### config.mk
export PLATFORM = sky130hd
export DESIGN_NAME = encoder_controller_flat
export DESIGN_NICKNAME = d
export VERILOG_FILES = /design/src/rtl/encoder_ctrl_pkg.sv /design/src/rtl/encoder_controller_if.sv /design/src/rtl/step_counter.sv /design/src/rtl/encoder_controller.sv /design/src/flat_wrapper.sv
export SDC_FILE = /design/constraint.sdc
export NUM_CORES = 1
export LEC_CHECK = 0
export ABC_CLOCK_PERIOD_IN_PS = 1700
export CAP_MARGIN = 20
export CORE_AREA = 2 2 52 54
export CTS_BUF_LIST = sky130_fd_sc_hd__clkbuf_8
export CTS_CLUSTER_SIZE = 28
export DETAILED_ROUTE_END_ITERATION = 10
export DIE_AREA = 0 0 54 56
export GPL_TIMING_DRIVEN = 0
export HOLD_SLACK_MARGIN = 0.06
export PLACE_DENSITY = 0.73
export REMOVE_ABC_BUFFERS = 1
export SLEW_MARGIN = 5
export SYNTH_ARGS = -nofsm -noshare
export SYNTH_HDL_FRONTEND = slang
export SYNTH_SLANG_ARGS = --single-unit
### constraint.sdc
create_clock -name clk -period 1.7 [get_ports clk]
set_clock_uncertainty 0.15 [all_clocks]
set_input_delay 0.51 -clock clk [delete_from_list [all_inputs] [get_ports clk]]
set_output_delay 0.51 -clock clk [all_outputs]
set_load 0.01 [all_outputs]
### src/rtl/encoder_ctrl_pkg.sv
// encoder_ctrl_pkg
//   Shared types and constants for the 5x5 bit-array encoder controller.
//   - state_e      : controller FSM states (4-bit encoding)
//   - ctrl_t       : bundle of registered control outputs
//   - ctrl_decode  : per-state output decode (Moore), used for the output register
//   - START_IJ     : (i,j) start/stop coordinate of the index chain
//   - FIX_MAX      : most FIX cycles any element may need (-12 -> 3 in steps of +5)
package encoder_ctrl_pkg;

    localparam int unsigned START_IJ = 3;
    localparam int unsigned FIX_MAX  = 3;

    typedef enum logic [3:0] {
        StIdle = 4'd0,
        StInit = 4'd1,
        StRead = 4'd2,
        StCalc = 4'd3,
        StFix  = 4'd4,
        StUpd  = 4'd5,
        StWr   = 4'd6,
        StChk  = 4'd7,
        StFin  = 4'd8
    } state_e;

    typedef struct packed {
        logic ready;
        logic finish;
        logic init_line;
        logic ij_en;
        logic ij_reg_en;
        logic first_read;
        logic read;
        logic write_val;
        logic write_mem_reg;
        logic is_arith;
        logic ld_till_positive;
        logic wait_cal_next_i;
        logic update;
        logic write;
        logic ok;
        logic enable;
    } ctrl_t;

    // Outputs are a pure function of the state plus the first-read flag.
    function automatic ctrl_t ctrl_decode(state_e st, logic first);
        ctrl_t c;
        c        = '0;
        c.enable = (st != StIdle);
        case (st)
            StIdle: c.ready = 1'b1;
            StInit: begin
                c.init_line = 1'b1;
                c.ij_en     = 1'b1;
                c.ij_reg_en = 1'b1;
            end
            StRead: begin
                c.read          = 1'b1;
                c.write_val     = 1'b1;
                c.write_mem_reg = 1'b1;
                c.first_read    = first;
            end
            StCalc: begin
                c.is_arith         = 1'b1;
                c.ld_till_positive = 1'b1;
            end
            StFix: begin
                c.wait_cal_next_i  = 1'b1;
                c.ld_till_positive = 1'b1;
            end
            StUpd: begin
                c.update    = 1'b1;
                c.ij_reg_en = 1'b1;
            end
            StWr:  c.write = 1'b1;
            StFin: begin
                c.finish = 1'b1;
                c.ok     = 1'b1;
            end
            default: ;
        endcase
        return c;
    endfunction

endpackage

### src/rtl/encoder_controller_if.sv
// encoder_controller_if
//   Handshake and datapath-control bundle of the encoder controller.
//   master : controller side (drives ready/finish/controls/steps, samples start/done/sign)
//   slave  : top-level + datapath side
//   Optional macro ENCODER_CTRL_WDOG_EN adds the watchdog error flag err.
interface encoder_controller_if #(
    parameter int unsigned CNT_W = 5
) ();
    logic             start;
    logic             done;
    logic             sign;
    logic             ready;
    logic             finish;
    logic             initLine;
    logic             IJen;
    logic             IJregen;
    logic             firstread;
    logic             read;
    logic             writeVal;
    logic             writeMemReg;
    logic             isArith;
    logic             ldTillPositive;
    logic             waitCalNexti;
    logic             update;
    logic             write;
    logic             ok;
    logic             enable;
    logic             ALUop;
    logic             fbeq;
    logic             fb3j;
    logic [CNT_W-1:0] steps;
`ifdef ENCODER_CTRL_WDOG_EN
    logic             err;
`endif

    modport master (
`ifdef ENCODER_CTRL_WDOG_EN
        output err,
`endif
        input  start, done, sign,
        output ready, finish, initLine, IJen, IJregen, firstread, read, writeVal,
        output writeMemReg, isArith, ldTillPositive, waitCalNexti, update, write, ok,
        output enable, ALUop, fbeq, fb3j, steps
    );

    modport slave (
`ifdef ENCODER_CTRL_WDOG_EN
        input  err,
`endif
        output start, done, sign,
        input  ready, finish, initLine, IJen, IJregen, firstread, read, writeVal,
        input  writeMemReg, isArith, ldTillPositive, waitCalNexti, update, write, ok,
        input  enable, ALUop, fbeq, fb3j, steps
    );
endinterface

### src/rtl/step_counter.sv
// step_counter
//   Saturating move counter for the encoder controller.
//   clk_i, rst_ni : clock, asynchronous active-low reset (count -> 0)
//   clr_i         : synchronous clear (wins over inc_i)
//   inc_i         : increment by one, holds at all-ones
//   count_o       : current count
//   at_max_o      : count equals MaxSteps (watchdog compare)
module step_counter #(
    parameter int unsigned CntW     = 5,
    parameter int unsigned MaxSteps = 24
) (
    input  logic            clk_i,
    input  logic            rst_ni,
    input  logic            clr_i,
    input  logic            inc_i,
    output logic [CntW-1:0] count_o,
    output logic            at_max_o
);

    logic [CntW-1:0] count_q, count_d;

    always_comb begin
        count_d = count_q;
        if (clr_i) begin
            count_d = '0;
        end else if (inc_i && (count_q != '1)) begin
            count_d = count_q + 1'b1;
        end
    end

    always_ff @(posedge clk_i or negedge rst_ni) begin
        if (!rst_ni) begin
            count_q <= '0;
        end else begin
            count_q <= count_d;
        end
    end

    assign count_o  = count_q;
    assign at_max_o = (count_q == CntW'(MaxSteps));

endmodule

### src/rtl/encoder_controller.sv
// encoder_controller
//   Moore FSM sequencing the 5x5 bit-array encoder datapath through one
//   permutation pass: load line, then READ/CALC/FIX*/UPD/WR/CHK per element
//   until the datapath reports (i,j) back at (3,3).
//   clk : rising-edge clock
//   rst : asynchronous active-low reset
//   bus : encoder_controller_if.master (start/done/sign in, controls/steps out)
//   Optional macro ENCODER_CTRL_WDOG_EN: terminate a pass after MAX_STEPS moves
//   with bus.err=1 when done never arrives.
module encoder_controller
    import encoder_ctrl_pkg::*;
#(
    parameter int unsigned MAX_STEPS = 24,
    parameter int unsigned CNT_W     = 5
) (
    input  logic                 clk,
    input  logic                 rst,
    encoder_controller_if.master bus
);

    state_e     state_q, state_d;
    logic       first_q, first_d;
    ctrl_t      ctrl_q, ctrl_d;
    logic       steps_clr, steps_inc;
    logic       wdog_hit;
    logic [CNT_W-1:0] steps;
`ifdef ENCODER_CTRL_WDOG_EN
    logic       err_q, err_d;
`else
    logic       unused_wdog;
    assign unused_wdog = wdog_hit;
`endif

    step_counter #(
        .CntW     (CNT_W),
        .MaxSteps (MAX_STEPS)
    ) u_step_counter (
        .clk_i    (clk),
        .rst_ni   (rst),
        .clr_i    (steps_clr),
        .inc_i    (steps_inc),
        .count_o  (steps),
        .at_max_o (wdog_hit)
    );

    always_comb begin
        state_d   = state_q;
        first_d   = first_q;
        steps_clr = 1'b0;
        steps_inc = 1'b0;
`ifdef ENCODER_CTRL_WDOG_EN
        err_d     = err_q;
`endif
        unique case (state_q)
            StIdle: begin
                if (bus.start) begin
                    state_d   = StInit;
                    first_d   = 1'b1;
                    steps_clr = 1'b1;
`ifdef ENCODER_CTRL_WDOG_EN
                    err_d     = 1'b0;
`endif
                end
            end
            StInit: state_d = StRead;
            StRead: begin
                state_d = StCalc;
                first_d = 1'b0;
            end
            StCalc: state_d = bus.sign ? StFix : StUpd;
            StFix:  state_d = bus.sign ? StFix : StUpd;
            StUpd:  state_d = StWr;
            StWr: begin
                state_d   = StChk;
                steps_inc = 1'b1;
            end
            // CHK is only reached after an UPD, so the initial (3,3) never ends a pass.
            StChk: begin
                if (bus.done) begin
                    state_d = StFin;
`ifdef ENCODER_CTRL_WDOG_EN
                end else if (wdog_hit) begin
                    state_d = StFin;
                    err_d   = 1'b1;
`endif
                end else begin
                    state_d = StRead;
                end
            end
            StFin:   state_d = StIdle;
            default: state_d = StIdle;
        endcase
        // Decode from the next state so the registered outputs track state_q exactly.
        ctrl_d = ctrl_decode(state_d, first_d);
    end

    always_ff @(posedge clk or negedge rst) begin
        if (!rst) begin
            state_q <= StIdle;
            first_q <= 1'b1;
            ctrl_q  <= ctrl_decode(StIdle, 1'b1);
`ifdef ENCODER_CTRL_WDOG_EN
            err_q   <= 1'b0;
`endif
        end else begin
            state_q <= state_d;
            first_q <= first_d;
            ctrl_q  <= ctrl_d;
`ifdef ENCODER_CTRL_WDOG_EN
            err_q   <= err_d;
`endif
        end
    end

    assign bus.ready          = ctrl_q.ready;
    assign bus.finish         = ctrl_q.finish;
    assign bus.initLine       = ctrl_q.init_line;
    assign bus.IJen           = ctrl_q.ij_en;
    assign bus.IJregen        = ctrl_q.ij_reg_en;
    assign bus.firstread      = ctrl_q.first_read;
    assign bus.read           = ctrl_q.read;
    assign bus.writeVal       = ctrl_q.write_val;
    assign bus.writeMemReg    = ctrl_q.write_mem_reg;
    assign bus.isArith        = ctrl_q.is_arith;
    assign bus.ldTillPositive = ctrl_q.ld_till_positive;
    assign bus.waitCalNexti   = ctrl_q.wait_cal_next_i;
    assign bus.update         = ctrl_q.update;
    assign bus.write          = ctrl_q.write;
    assign bus.ok             = ctrl_q.ok;
    assign bus.enable         = ctrl_q.enable;
    assign bus.ALUop          = 1'b0;
    assign bus.fbeq           = 1'b0;
    assign bus.fb3j           = 1'b0;
    assign bus.steps          = steps;
`ifdef ENCODER_CTRL_WDOG_EN
    assign bus.err            = err_q;
`endif

    // Datapath contract: next-i never needs more than FIX_MAX additions of 5.
    logic [1:0] fix_run_q, fix_run_d;

    always_comb begin
        fix_run_d = '0;
        if (state_q == StFix) begin
            fix_run_d = (fix_run_q == 2'd3) ? fix_run_q : fix_run_q + 2'd1;
        end
    end

    always_ff @(posedge clk or negedge rst) begin
        if (!rst) begin
            fix_run_q <= '0;
        end else begin
            fix_run_q <= fix_run_d;
        end
    end

    fix_bound_a: assert property (@(posedge clk) disable iff (!rst)
        !((state_q == StFix) && (fix_run_q == 2'(FIX_MAX))));

endmodule
### src/flat_wrapper.sv
// flat-port wrapper written by rule: the top's interface ports become plain ports
module encoder_controller_flat import encoder_ctrl_pkg::*;
#(
    parameter int unsigned MAX_STEPS = 24,
    parameter int unsigned CNT_W     = 5
)
  (clk, rst, bus_start, bus_done, bus_sign, bus_ready, bus_finish, bus_initLine, bus_IJen, bus_IJregen, bus_firstread, bus_read, bus_writeVal, bus_writeMemReg, bus_isArith, bus_ldTillPositive, bus_waitCalNexti, bus_update, bus_write, bus_ok, bus_enable, bus_ALUop, bus_fbeq, bus_fb3j, bus_steps);
  encoder_controller_if #(.CNT_W(CNT_W)) bus_i ();
  input  logic clk;
  input  logic rst;
  input wire logic [$bits(bus_i.start)-1:0] bus_start;
  input wire logic [$bits(bus_i.done)-1:0] bus_done;
  input wire logic [$bits(bus_i.sign)-1:0] bus_sign;
  output wire logic [$bits(bus_i.ready)-1:0] bus_ready;
  output wire logic [$bits(bus_i.finish)-1:0] bus_finish;
  output wire logic [$bits(bus_i.initLine)-1:0] bus_initLine;
  output wire logic [$bits(bus_i.IJen)-1:0] bus_IJen;
  output wire logic [$bits(bus_i.IJregen)-1:0] bus_IJregen;
  output wire logic [$bits(bus_i.firstread)-1:0] bus_firstread;
  output wire logic [$bits(bus_i.read)-1:0] bus_read;
  output wire logic [$bits(bus_i.writeVal)-1:0] bus_writeVal;
  output wire logic [$bits(bus_i.writeMemReg)-1:0] bus_writeMemReg;
  output wire logic [$bits(bus_i.isArith)-1:0] bus_isArith;
  output wire logic [$bits(bus_i.ldTillPositive)-1:0] bus_ldTillPositive;
  output wire logic [$bits(bus_i.waitCalNexti)-1:0] bus_waitCalNexti;
  output wire logic [$bits(bus_i.update)-1:0] bus_update;
  output wire logic [$bits(bus_i.write)-1:0] bus_write;
  output wire logic [$bits(bus_i.ok)-1:0] bus_ok;
  output wire logic [$bits(bus_i.enable)-1:0] bus_enable;
  output wire logic [$bits(bus_i.ALUop)-1:0] bus_ALUop;
  output wire logic [$bits(bus_i.fbeq)-1:0] bus_fbeq;
  output wire logic [$bits(bus_i.fb3j)-1:0] bus_fb3j;
  output wire logic [$bits(bus_i.steps)-1:0] bus_steps;
  assign bus_i.start = bus_start;
  assign bus_i.done = bus_done;
  assign bus_i.sign = bus_sign;
  assign bus_ready = bus_i.ready;
  assign bus_finish = bus_i.finish;
  assign bus_initLine = bus_i.initLine;
  assign bus_IJen = bus_i.IJen;
  assign bus_IJregen = bus_i.IJregen;
  assign bus_firstread = bus_i.firstread;
  assign bus_read = bus_i.read;
  assign bus_writeVal = bus_i.writeVal;
  assign bus_writeMemReg = bus_i.writeMemReg;
  assign bus_isArith = bus_i.isArith;
  assign bus_ldTillPositive = bus_i.ldTillPositive;
  assign bus_waitCalNexti = bus_i.waitCalNexti;
  assign bus_update = bus_i.update;
  assign bus_write = bus_i.write;
  assign bus_ok = bus_i.ok;
  assign bus_enable = bus_i.enable;
  assign bus_ALUop = bus_i.ALUop;
  assign bus_fbeq = bus_i.fbeq;
  assign bus_fb3j = bus_i.fb3j;
  assign bus_steps = bus_i.steps;
  encoder_controller #(.MAX_STEPS(MAX_STEPS), .CNT_W(CNT_W)) u_core (.clk(clk), .rst(rst), .bus(bus_i));
endmodule
# --- Yosys cells after proc, flatten, opt, wreduce, memory -nomap -nowiden ---
# Cells that the tools add are included.
op_classes:
  addsub: 1
  n_eq_ne: 15
  muxes: 21
  reduce_logical: 8
op_table:
  columns: ["cell", "count"]
  rows:
  - ["4-bit by 3-bit == test with 1-bit output (second input constant)", 7]
  - ["4-bit one-hot mux with 7 select lines", 1]
  - ["4-bit by 2-bit == test with 1-bit output (second input constant)", 4]
  - ["1-bit 2-to-1 mux", 13]
  - ["4-bit 2-to-1 mux", 3]
  - ["5-bit 2-to-1 mux", 2]
  - ["4-bit by 1-bit == test with 1-bit output (second input constant)", 2]
  - ["4-bit zero test", 2]
  - ["2-bit OR reduction", 3]
  - ["5-bit by 1-bit adder with 5-bit output (second input constant)", 1]
  - ["5-bit inequality test (second input constant)", 1]
  - ["4-bit == test (second input constant)", 1]
  - ["4-bit nonzero test", 1]
  - ["2-bit 2-to-1 mux", 1]
  - ["1-bit one-hot mux with 2 select lines", 1]
  - ["2-bit nonzero test", 1]
  - ["1-bit logical AND", 1]
totals:
  regBits: 25
  input_bits: 5
  output_inout_bits: 24
  wordCells: 63

# --- Depth between registers and ports, before layout ---
# Gate-level depths: netlist (run 1).
logic_depth:
  ltp_word: 6
  ltp_mapped: 6
  ltp_nobuf: 6

# --- Cells and area by module ---
# A second synthesis (run 1) with hierarchy kept.
unflattened:
  cells_unflattened: 98
  hier_area_um2: 1031.0
modules_own_cells:
  columns: ["mod", "instances", "cells_each", "area_per_inst_um2", "seq_area_each_um2"]
  rows:
  - ["encoder_controller", 1, 71, 752.0, 427.9]
  - ["step_counter", 1, 27, 279.0, 125.1]

# --- Least setup slack after synthesis (run 1) ---
# Ideal clock, no wire load.
synth_timing:
  kind: "reg2reg"
  startpoint: "reg u_core.u_step_counter.count_q[0] (netlist: u_core.u_step_counter.count_o[0])"
  endpoint: "reg u_core.u_step_counter.count_q[3] (netlist: u_core.u_step_counter.count_o[3])"
  setup_time_ps: 77
  arrival_ps: 1611
  required_ps: 1473
  path_slack_ps: -138
  path_stages_with_launch: 6
  path_buffers: 0
  period_less_slack_ps: 1838
  cell_sequence: "dfrtp_1 ha_1 and3_1 ha_1 or4b_1 a21oi_1"
synth_via:
  elab_chain_cells: 3
  elab_cells_between_ends: 6
  classes_between: "add/sub: 1; eq/ne: 1; mux: 2; reduce/logical: 2"
synth_rtl:
  columns: ["element", "line_no", "source"]
  rows:
  - ["from (decl)", "step_counter.sv:20", "logic [CntW-1:0] count_q, count_d;"]
  - ["from (signal assigned)", "step_counter.sv:35", "count_q <= count_d;"]
  - ["5-bit by 1-bit adder with 5-bit output or 5-bit inequality test (tied branches)", "step_counter.sv:27, step_counter.sv:26", null]
  - ["5-bit 2-to-1 mux or 1-bit logical AND (tied branches)", "step_counter.sv:26", "end else if (inc_i && (count_q != '1)) begin"]
  - ["5-bit 2-to-1 mux or 2-bit nonzero test (tied branches)", null, null]
# Parallel ways exist; a longest one is shown, timed or not. The select of a mux whose other input is x is not followed.
# A chain may end at the register's enable or synchronous reset.

# --- Worst setup path after layout (run 1) ---
# Same ends and word-level chain as after synthesis.

==> results of run 1 <==
-- critical path, cell delays in order (launching register included) --
cell,delay [ns]
dfrtp_1,0.40
ha_2,0.20
and3_4,0.18
ha_4,0.16
or4b_1,0.46
a21oi_1,0.13
-- what timing repair did --
action / CTS / global route
setup endpoints to repair: 27 / 28
setup buffers: 8 / 6
resized for setup: 31 / 5
pin swaps: 1 / 2
-- power breakdown --
group	total [mW]	internal [mW]	leakage [nW]	switching (mW)
combinational	1.14	0.599	0.428	0.543
sequential	0.907	0.741	0.276	0.166
clock	0.315	0.158	0.0216	0.157
total	2.36	1.50	0.726	0.866
-- synthesized netlist by cell type, types with 2 or more instances --
cell	number
inv_1	5
nand3_1	2
clkbuf_1	3
and4b_1	2
a211oi_1	2
o21bai_1	2
buf_4	7
ha_1	2
o21ai_0	3
nand2_1	2
a22o_1	2
dfrtp_1	20
dfstp_2	2
and3b_1	2
nor3_1	3
nor2_1	7
nor2b_1	3
nand2b_1	3
a21oi_1	3
-- sequential cells by signal, indices dropped and copies added, names as in the netlist --
register,flops
u_core.bus.read,1
u_core.bus.firstread,1
u_core.bus.enable,1
u_core.bus.ok,1
u_core.bus.initLine,1
u_core.first_q,1
u_core.bus.isArith,1
u_core.state_q,4
u_core.u_step_counter.count_o,5
u_core.bus.ready,1
u_core.bus.IJregen,1
u_core.bus.waitCalNexti,1
u_core.bus.write,1
u_core.bus.update,1
u_core.bus.ldTillPositive,1
-- metal layers --
layer	up-vias	global-route usage	part of all wire
li1	368	-	-
met1	378	0.160	0.41
met2	20	0.239	0.52
met3	5	0.0161	0.041
met4	0	0.0964	0.028
met5	-	0	0
-- worst paths after layout --
check / slack [ns] / startpoint / depth (start not counted) / end
min in group clk: 0.34 / u_core.first_q / 2 / u_core.first_q
worst max register to register: -0.05 / u_core.u_step_counter.count_o[0] / 5 / u_core.u_step_counter.count_o[3]
worst min-delay path: 0.24 / rst / 1 / u_core.bus.firstread
worst min register to register: 0.34 / u_core.first_q / 2 / u_core.first_q
max in group asynchronous: 0.50 / rst / 1 / u_core.state_q[3]
worst max-delay path: -0.05 / u_core.u_step_counter.count_o[0] / 5 / u_core.u_step_counter.count_o[3]
-- area by class of cell --
cell class | instances | area (µm²)
Fill cell | 228 | 1040
Tap cell | 30 | 37.5
Timing Repair Buffer | 39 | 325
Sequential cell | 22 | 556
Clock buffer | 3 | 41.3
Inverter | 5 | 18.8
Multi-Input combinational cell | 54 | 414
-- through the flow --
stage / utilization / total power [mW] / std cells
after floorplan: - / 1.45 / 81
after global placement: 0.507 / 1.88 / 136
after detailed placement: 0.507 / 1.93 / 136
after CTS: 0.551 / 2.25 / 147
after global routing: 0.573 / 2.53 / 153
final: 0.573 / 2.36 / 153
-- kinds of logic after synthesis --
logic type,Yosys count,synth area share
simple gates,30,0.190
flops,22,0.552
compound gates,16,0.112
buf+inv,15,0.0825
fa+ha+maj,2,0.0250
mux,2,0.0250
other cells,1,0.00375
xor+xnor,1,0.00875
==> summary.md, run 1 <==
| Metric | Value |
|---|---|
| Fin crit share | `1.03` |
| Die X | `54 µm` |
| Commonest non-fill, non-tap cells in the layout | `dlygate4sd2_1, dfrtp_1, buf_4` |
| Post-place setup slack | `-0.544 ns` |
| Worst-Margin Slew | `0.965 ns` |
| Max Root-Sink Buffers | `2` |
| Post-route DRC | `0` |
| Initial drt markers | `16` |
| RSZ-0062 raised after global routing | `yes` |
| Worst path required time | `approximately 1.7 ns` |
| Ports | `29` |
| Syn avg cell area | `11.2 µm²` |
| Min-delay worst type | `input port to async pin` |
| Layout Nets | `132` |
| Post-synth cell types | `33` |
| Pin count of the biggest net entering global routing | `23` |
| Drt pass-1 iters | `4` |
| GRT Util Overall | `0.142` |
| Area after DPL | `1230 µm²` |
| Initial antenna violation count | `0` |
| Global-route wire length before repair | `3120 µm` |
| Max Fclk | `0.571 GHz` |
| Final setup viols | `1` |
| Setup slack after layout | `-0.0524 ns` |
| Kind of critical path | `register to register` |
| Cell area after synthesis | `between 1000 and 1500 µm²` |
| Core area | `2430 µm²` |
| Pwr per Cell Area | `1700 nW/µm²` |
| Post-Route WL | `2110 µm` |
| Most common cell after layout, fill and taps aside | `dlygate4sd2_1` |
| Area contributors post-synth | `dfrtp_1, buf_4, dfstp_2` |
| Vias in the first global route | `695` |
| Vias per inst | `between 5 and 6` |
| Final slew viol count | `0` |
| Worst Setup Start Kind | `register` |
| H-Tree Level Count | `1` |
| Max-cap violations | `0` |
| Post-synth EDFFs | `0` |
| CTS Root Cell | `clkbuf_8` |
| Initial Util | `0.412` |
| Design area | `1390 µm²` |
| Clk Latency, worst-skew pair | `0.26 ns` |
| Register bit count reported by yosys | `22` |
| Top_reg_cell synth | `dfrtp_1` |
| Synth Instances | `89` |
| Period minus WS final | `around 1.8 ns` |
| Clk sink count | `22` |
| Clock transition at the registers of the reported paths | `0.07 ns` |
| CP Capture Type | `register` |
| Status | `finished, violations left` |
| Area Overhead vs Synth | `39.1%` |
| Die Height | `56 µm` |
| Asr flop ratio synth | `1.00` |
| Top cell type's share of synthesized area | `0.500` |
| Final Hold Slack | `0.240 ns` |
| Routability cong. | `0.730` |
| Final Hold Viols | `0` |
| I/O Buffers | `25` |
| Worst Path Max Fanout | `4` |
| Slew HR | `0.356` |
| Hold_buf cts | `0` |
| DP HPWL | `1340 µm` |
| Layout cells sized above 1 | `0.244` |
| Vias | `771` |
| CP arrival | `1.79 ns` |
| Antenna Nets Post-Route | `0` |
| CTS tree | `built` |
| Failing checks | `negative setup slack` |
| Max VDD drop | `0.928 mV` |
| Post-synthesis sequential area ratio | `0.553` |
| Post-Route Setup TNS | `-0.0524 ns` |
| Synth warn | `0` |
| Num CTS Buffers | `3` |
| Routed WL per cell | `approximately 14 µm` |
| Die area | `3020 µm²` |
| Num rows | `18` |
| Total gr overflow | `0` |
| Antenna Cells | `0` |
| Top cell type by total area after synthesis | `dfrtp_1` |
| Lkg Pwr | `0.726 nW` |
Power figures use the tool's default switching activity.
==> inputs of run 2 (changes only) <==
--- a/config.mk
+++ b/config.mk
@@ -5,7 +5,7 @@
 export SDC_FILE = /design/constraint.sdc
 export NUM_CORES = 1
 export LEC_CHECK = 0
-export ABC_CLOCK_PERIOD_IN_PS = 1700
+export ABC_CLOCK_PERIOD_IN_PS = 1500
 export CAP_MARGIN = 20
 export CORE_AREA = 2 2 52 54
 export CTS_BUF_LIST = sky130_fd_sc_hd__clkbuf_8
==> constraint.sdc (replaced) <==
create_clock -name clk -period 1.5 [get_ports clk]
set_clock_uncertainty 0.15 [all_clocks]
set_input_delay 0.45 -clock clk [delete_from_list [all_inputs] [get_ports clk]]
set_output_delay 0.45 -clock clk [all_outputs]
set_load 0.01 [all_outputs]
==> summary.md, run 2 (synthesis results as in run 1) <==
| Metric | Value |
|---|---|
| Status | `finished, violations left` |
| Failing checks | `negative setup slack` |
| Lkg Pwr | `~0.70 nW` |
| Fin crit share | `1.15` |
| H-Tree Level Count | `1` |
| Ports | `29` |
| Max VDD drop | `1.24 mV` |
| Pwr per Cell Area | `between 2000 and 2500 nW/µm²` |
| Hold_buf cts | `0` |
| Post-route DRC | `0` |
| Worst Path Max Fanout | `3` |
| Total gr overflow | `0` |
| Largest delay share family, worst path | `simple AND/OR/NAND/NOR gates` |
| Setup slack after layout | `-0.229 ns` |
| Clock power frac | `0.123` |
| Min-delay worst type | `input port to async pin` |
| Final core utilization | `0.603` |
| Final slew viol count | `0` |
| RSZ-0062 raised after global routing | `yes` |
| Sequential power share | `0.355` |
| Pin count of the biggest net entering global routing | `23` |
| Drt pass-1 iters | `4` |
| Clk Latency, worst-skew pair | `0.26 ns` |
| Most common cell after layout, fill and taps aside | `dfrtp_1` |
| Crit-path slowest cell | `or4b_1` |
| Final Hold Viols | `0` |
| Vias per inst | `approximately 5.1` |
| Antenna Cells | `0` |
| Worst Setup Start Kind | `register` |
| Die X | `54 µm` |
| Num rows | `18` |
| Layout Nets | `132` |
| Antenna Nets Post-Route | `0` |
| Vias | `782` |
| Worst path required time | `1.54 ns` |
| Overall power | `2.94 mW` |
| Layout cells sized above 1 | `0.463` |
| Initial Util | `0.412` |
| Switch share | `0.379` |
| CP arrival | `around 1.8 ns` |
| Max reg flops | `5` |
| Slew HR | `0.362` |
| Die area | `3020 µm²` |
| Max Fclk | `0.578 GHz` |
| Global-route wire length before repair | `3390 µm` |
| Int Power | `around 1.8 mW` |
| CP Capture Type | `register` |
| Kind of critical path | `register to register` |
| Clock transition at the registers of the reported paths | `0.07 ns` |
| Initial antenna violation count | `0` |
| Commonest non-fill, non-tap cells in the layout | `dfrtp_1, buf_4, clkdlybuf4s15_1` |
| Period minus WS final | `1.73 ns` |
| DP HPWL | `around 1300 µm` |
| Critical path cell sequence | `ha_2, and3_4, ha_4, or4b_1, a21oi_1` |
| Worst-Margin Slew | `0.957 ns` |
| I/O Buffers | `25` |
| Max-cap violations | `0` |
| Final setup viols | `7` |
| Max Root-Sink Buffers | `2` |
| Vias in the first global route | `roughly 740` |
| Core area | `2430 µm²` |
| Post-Route WL | `2250 µm` |
| Worst path max stage delay | `0.46 ns` |
| CTS Root Cell | `clkbuf_8` |
| Clk sink count | `22` |
| Final Hold Slack | `0.300 ns` |
| Combinational Power Share | `0.522` |
| Initial drt markers | `2` |
| Die Height | `56 µm` |
| Sw power | `1.11 mW` |
| Buffers and inverters on the worst path | `0` |
| GRT Util Overall | `0.155` |
| Routability cong. | `0.730` |
| Area Overhead vs Synth | `46.6%` |
| Routed WL per cell | `14.7 µm` |
| Num CTS Buffers | `3` |
| CTS tree | `built` |
[run 2: cell count changes in the layout (fill, tap and decap cells not counted), moves of 3 or more]
cell | before | now
buf_2 | 0 | 4
clkbuf_2 | 2 | 6
dlygate4sd2_1 | 20 | 2
clkdlybuf4s15_1 | 1 | 8
buf_6 | 0 | 6
o21ai_0 | 3 | 0
[run 2: stage by stage]
stage / area [µm²] / setup TNS, ns / setup slack (ns) / cells
after floorplan: 945 / -0.996 / -0.338 / 81
after global routing: 1470 / -1.24 / -0.264 / 153
after CTS: 1420 / -0.876 / -0.251 / 152
after detailed placement: 1230 / -11.84 / -0.684 / 136
after global placement: 1230 / -10.95 / -0.681 / 136
final: 1470 / -0.869 / -0.229 / 153
[run 2: layout make-up]
| class | instances | area [µm²] |
|---|---|---|
| inverters | 5 | 18.8 |
| well taps | 30 | 37.5 |
| flip-flops and latches | 22 | 558 |
| repair buffers | 39 | 320 |
| fillers | 198 | 965 |
| clock buffers | 3 | 41.3 |
| multi-input cells | 54 | 492 |
[run 2: repair_timing]
| action | 4_1_cts | 5_1_grt |
|---|---|---|
| resized for setup | 67 | 35 |
| endpoints found under the setup margin | 51 | 28 |
| buffers inserted | 13 | 1 |
| pin swaps | 5 | 7 |
[run 2: path summary, 6_finish.rpt]
kind / depth (start not counted) / slack (ns) / end / from
worst max register to register: 5 / -0.23 / u_core.u_step_counter.count_o[3] / u_core.u_step_counter.count_o[0]
worst min register to register: 2 / 0.36 / u_core.first_q / u_core.first_q
max in group asynchronous: 1 / 0.25 / u_core.state_q[3] / rst
min in group clk: 2 / 0.36 / u_core.first_q / u_core.first_q
worst max-delay path: 5 / -0.23 / u_core.u_step_counter.count_o[3] / u_core.u_step_counter.count_o[0]
worst min-delay path: 1 / 0.30 / u_core.bus.firstread / rst
[run 2: power by group through the flow]
| stage | sequential (mW) | clock (mW) | combinational [mW] |
|---|---|---|---|
| final | 1.05 | 0.361 | 1.53 |
| after global routing | 1.07 | 0.393 | 1.66 |
| after CTS | 1.02 | 0.362 | 1.34 |
| after detailed placement | 1.09 | 0 | 1.10 |
| after global placement | 1.06 | 0 | 1.07 |
| after floorplan | 1.13 | 0 | 0.509 |
[run 2: routing by layer]
metal	GRT usage	vias up	routed length (µm)
met1	0.172	384	964
li1	-	369	-
met5	0	-	0
met4	0.0964	0	68
met3	0.0161	7	88
met2	0.268	22	1130
==> inputs of run 3 (changes only) <==
--- a/config.mk
+++ b/config.mk
@@ -9,10 +9,8 @@
 export CAP_MARGIN = 20
 export CORE_AREA = 2 2 52 54
 export CTS_BUF_LIST = sky130_fd_sc_hd__clkbuf_8
-export CTS_CLUSTER_SIZE = 28
 export DETAILED_ROUTE_END_ITERATION = 10
 export DIE_AREA = 0 0 54 56
-export GPL_TIMING_DRIVEN = 0
 export HOLD_SLACK_MARGIN = 0.06
 export PLACE_DENSITY = 0.73
 export REMOVE_ABC_BUFFERS = 1
==> summary.md, run 3 (synthesis results as in run 1) <==
| Metric | Value |
|---|---|
| Max VDD drop | `1.13 mV` |
| CP Capture Type | `register` |
| Final Hold Slack | `0.379 ns` |
| CP arrival | `1.79 ns` |
| Vias per inst | `slightly below 5` |
| Max Root-Sink Buffers | `2` |
| Global-route wire length before repair | `3780 µm` |
| Num CTS Buffers | `3` |
| Lkg Pwr | `0.782 nW` |
| GRT Util Overall | `0.171` |
| Worst Path Max Fanout | `3` |
| Met2 wire len | `1190 µm` |
| Initial Util | `0.412` |
| Drt pass-1 iters | `4` |
| Final Hold Viols | `0` |
| Failing checks | `negative setup slack` |
| Post-Route Setup TNS | `-1.04 ns` |
| Setup slack after layout | `-0.247 ns` |
| Worst Setup Start Kind | `register` |
| CTS tree | `built` |
| Layout Nets | `146` |
| Pwr per Cell Area | `between 2000 and 2500 nW/µm²` |
| Num rows | `18` |
| Final cell count without fillers | `168` |
| Most common cell after layout, fill and taps aside | `buf_4` |
| Max Used Layer | `met4` |
| Die X | `54 µm` |
| Pin count of the biggest net entering global routing | `23` |
| Routability cong. | `roughly 0.8` |
| Met3 WL post-DR | `80 µm` |
| Clk sink count | `22` |
| Period minus WS final | `1.75 ns` |
| Vias in the first global route | `approximately 820` |
| RSZ-0062 raised after global routing | `yes` |
| Vias | `814` |
| CTS Root Cell | `clkbuf_8` |
| Core area | `2430 µm²` |
| Initial drt markers | `12` |
| Layout cells sized above 1 | `0.493` |
| I/O Buffers | `25` |
| Commonest non-fill, non-tap cells in the layout | `buf_4, dfrtp_1, clkbuf_2` |
| Max-cap violations | `0` |
| Post-Route WL | `~2300 µm` |
| Ports | `29` |
| Status | `finished, violations left` |
| M1 wire length | `958 µm` |
| Total gr overflow | `0` |
| Die area | `3020 µm²` |
| Clk Latency, worst-skew pair | `0.26 ns` |
| Min-delay worst type | `input port to async pin` |
| Antenna Nets Post-Route | `0` |
| Antenna Cells | `0` |
| Initial antenna violation count | `0` |
| Fin crit share | `1.16` |
| Area Overhead vs Synth | `59.0%` |
| Clock transition at the registers of the reported paths | `0.08 ns` |
| Routed WL per cell | `about 14 µm` |
| Max reg flops | `5` |
| Kind of critical path | `register to register` |
| Worst path required time | `1.54 ns` |
| Post-route DRC | `0` |
| R2R Setup Slk | `-0.25 ns` |
| Die Height | `56 µm` |
| Dpl cells | `157` |
| Final slew viol count | `0` |
| DP HPWL | `1580 µm` |
| Max Fclk | `about 0.57 GHz` |
| Final setup viols | `8` |
| H-Tree Level Count | `1` |
[run 3: cell types whose count changed in the layout (fill, tap and decap cells not counted), moves of 2 or more]
cell and delta:
clkbuf_2 +3, buf_6 -2, buf_2 -2, o21ai_0 +2
buf_4 +15, dfrtp_1 +3, dfrtp_2 -3
[run 3: repair_timing]
action,in CTS,in global routing
hold buffers,0,0
setup endpoints to repair,30,27
buffers inserted,4,4
pin swaps,4,2
gates resized for setup,65,26
[run 3: layer usage]
layer / up-vias / track usage
met4: 0 / 0.0929
met5: - / 0
met3: 5 / 0.0296
li1: 396 / -
met1: 393 / 0.208
met2: 20 / 0.277
[run 3: per-stage QoR]
stage           util  instance area (µm²)  total power [mW]  setup slack, ns
5_1_grt        0.654                 1590              3.52           -0.312
6_report       0.654                 1590              3.28           -0.247
2_1_floorplan      -                  945              1.64           -0.338
3_3_place_gp   0.577                 1400              2.45           -0.596
3_5_place_dp   0.577                 1400              2.52           -0.625
4_1_cts        0.639                 1560              3.13           -0.242
[run 3: where the power goes]
part,internal [mW],switching (mW)
Clock,0.356,0.189
Sequential,0.840,0.152
Combinational,0.951,0.791
Total,2.15,1.13
[run 3: final cells by class]
class	instances	area [µm²]
clock buffers	3	41.3
clock inverters	1	30.0
fillers	195	841
inverters	5	21.3
multi-input cells	54	484
flip-flops and latches	22	554
well taps	30	37.5
repair buffers	53	423
[run 3: worst paths after layout]
check                                            startpoint                                to  cells after the start
max reg2reg                u_core.u_step_counter.count_o[0]  u_core.u_step_counter.count_o[3]                      5
max in group asynchronous                               rst                  u_core.bus.ready                      2
min                                                     rst                   u_core.bus.read                      2
max                        u_core.u_step_counter.count_o[0]  u_core.u_step_counter.count_o[3]                      5
min in group clk                             u_core.first_q                    u_core.first_q                      2
min reg2reg                                  u_core.first_q                    u_core.first_q                      2
[run 3: critical path: stages, from the launching register on]
cell	delay (ns)
dfrtp_1	0.39
ha_2	0.19
and3_4	0.18
ha_4	0.16
or4b_4	0.48
a21oi_2	0.13
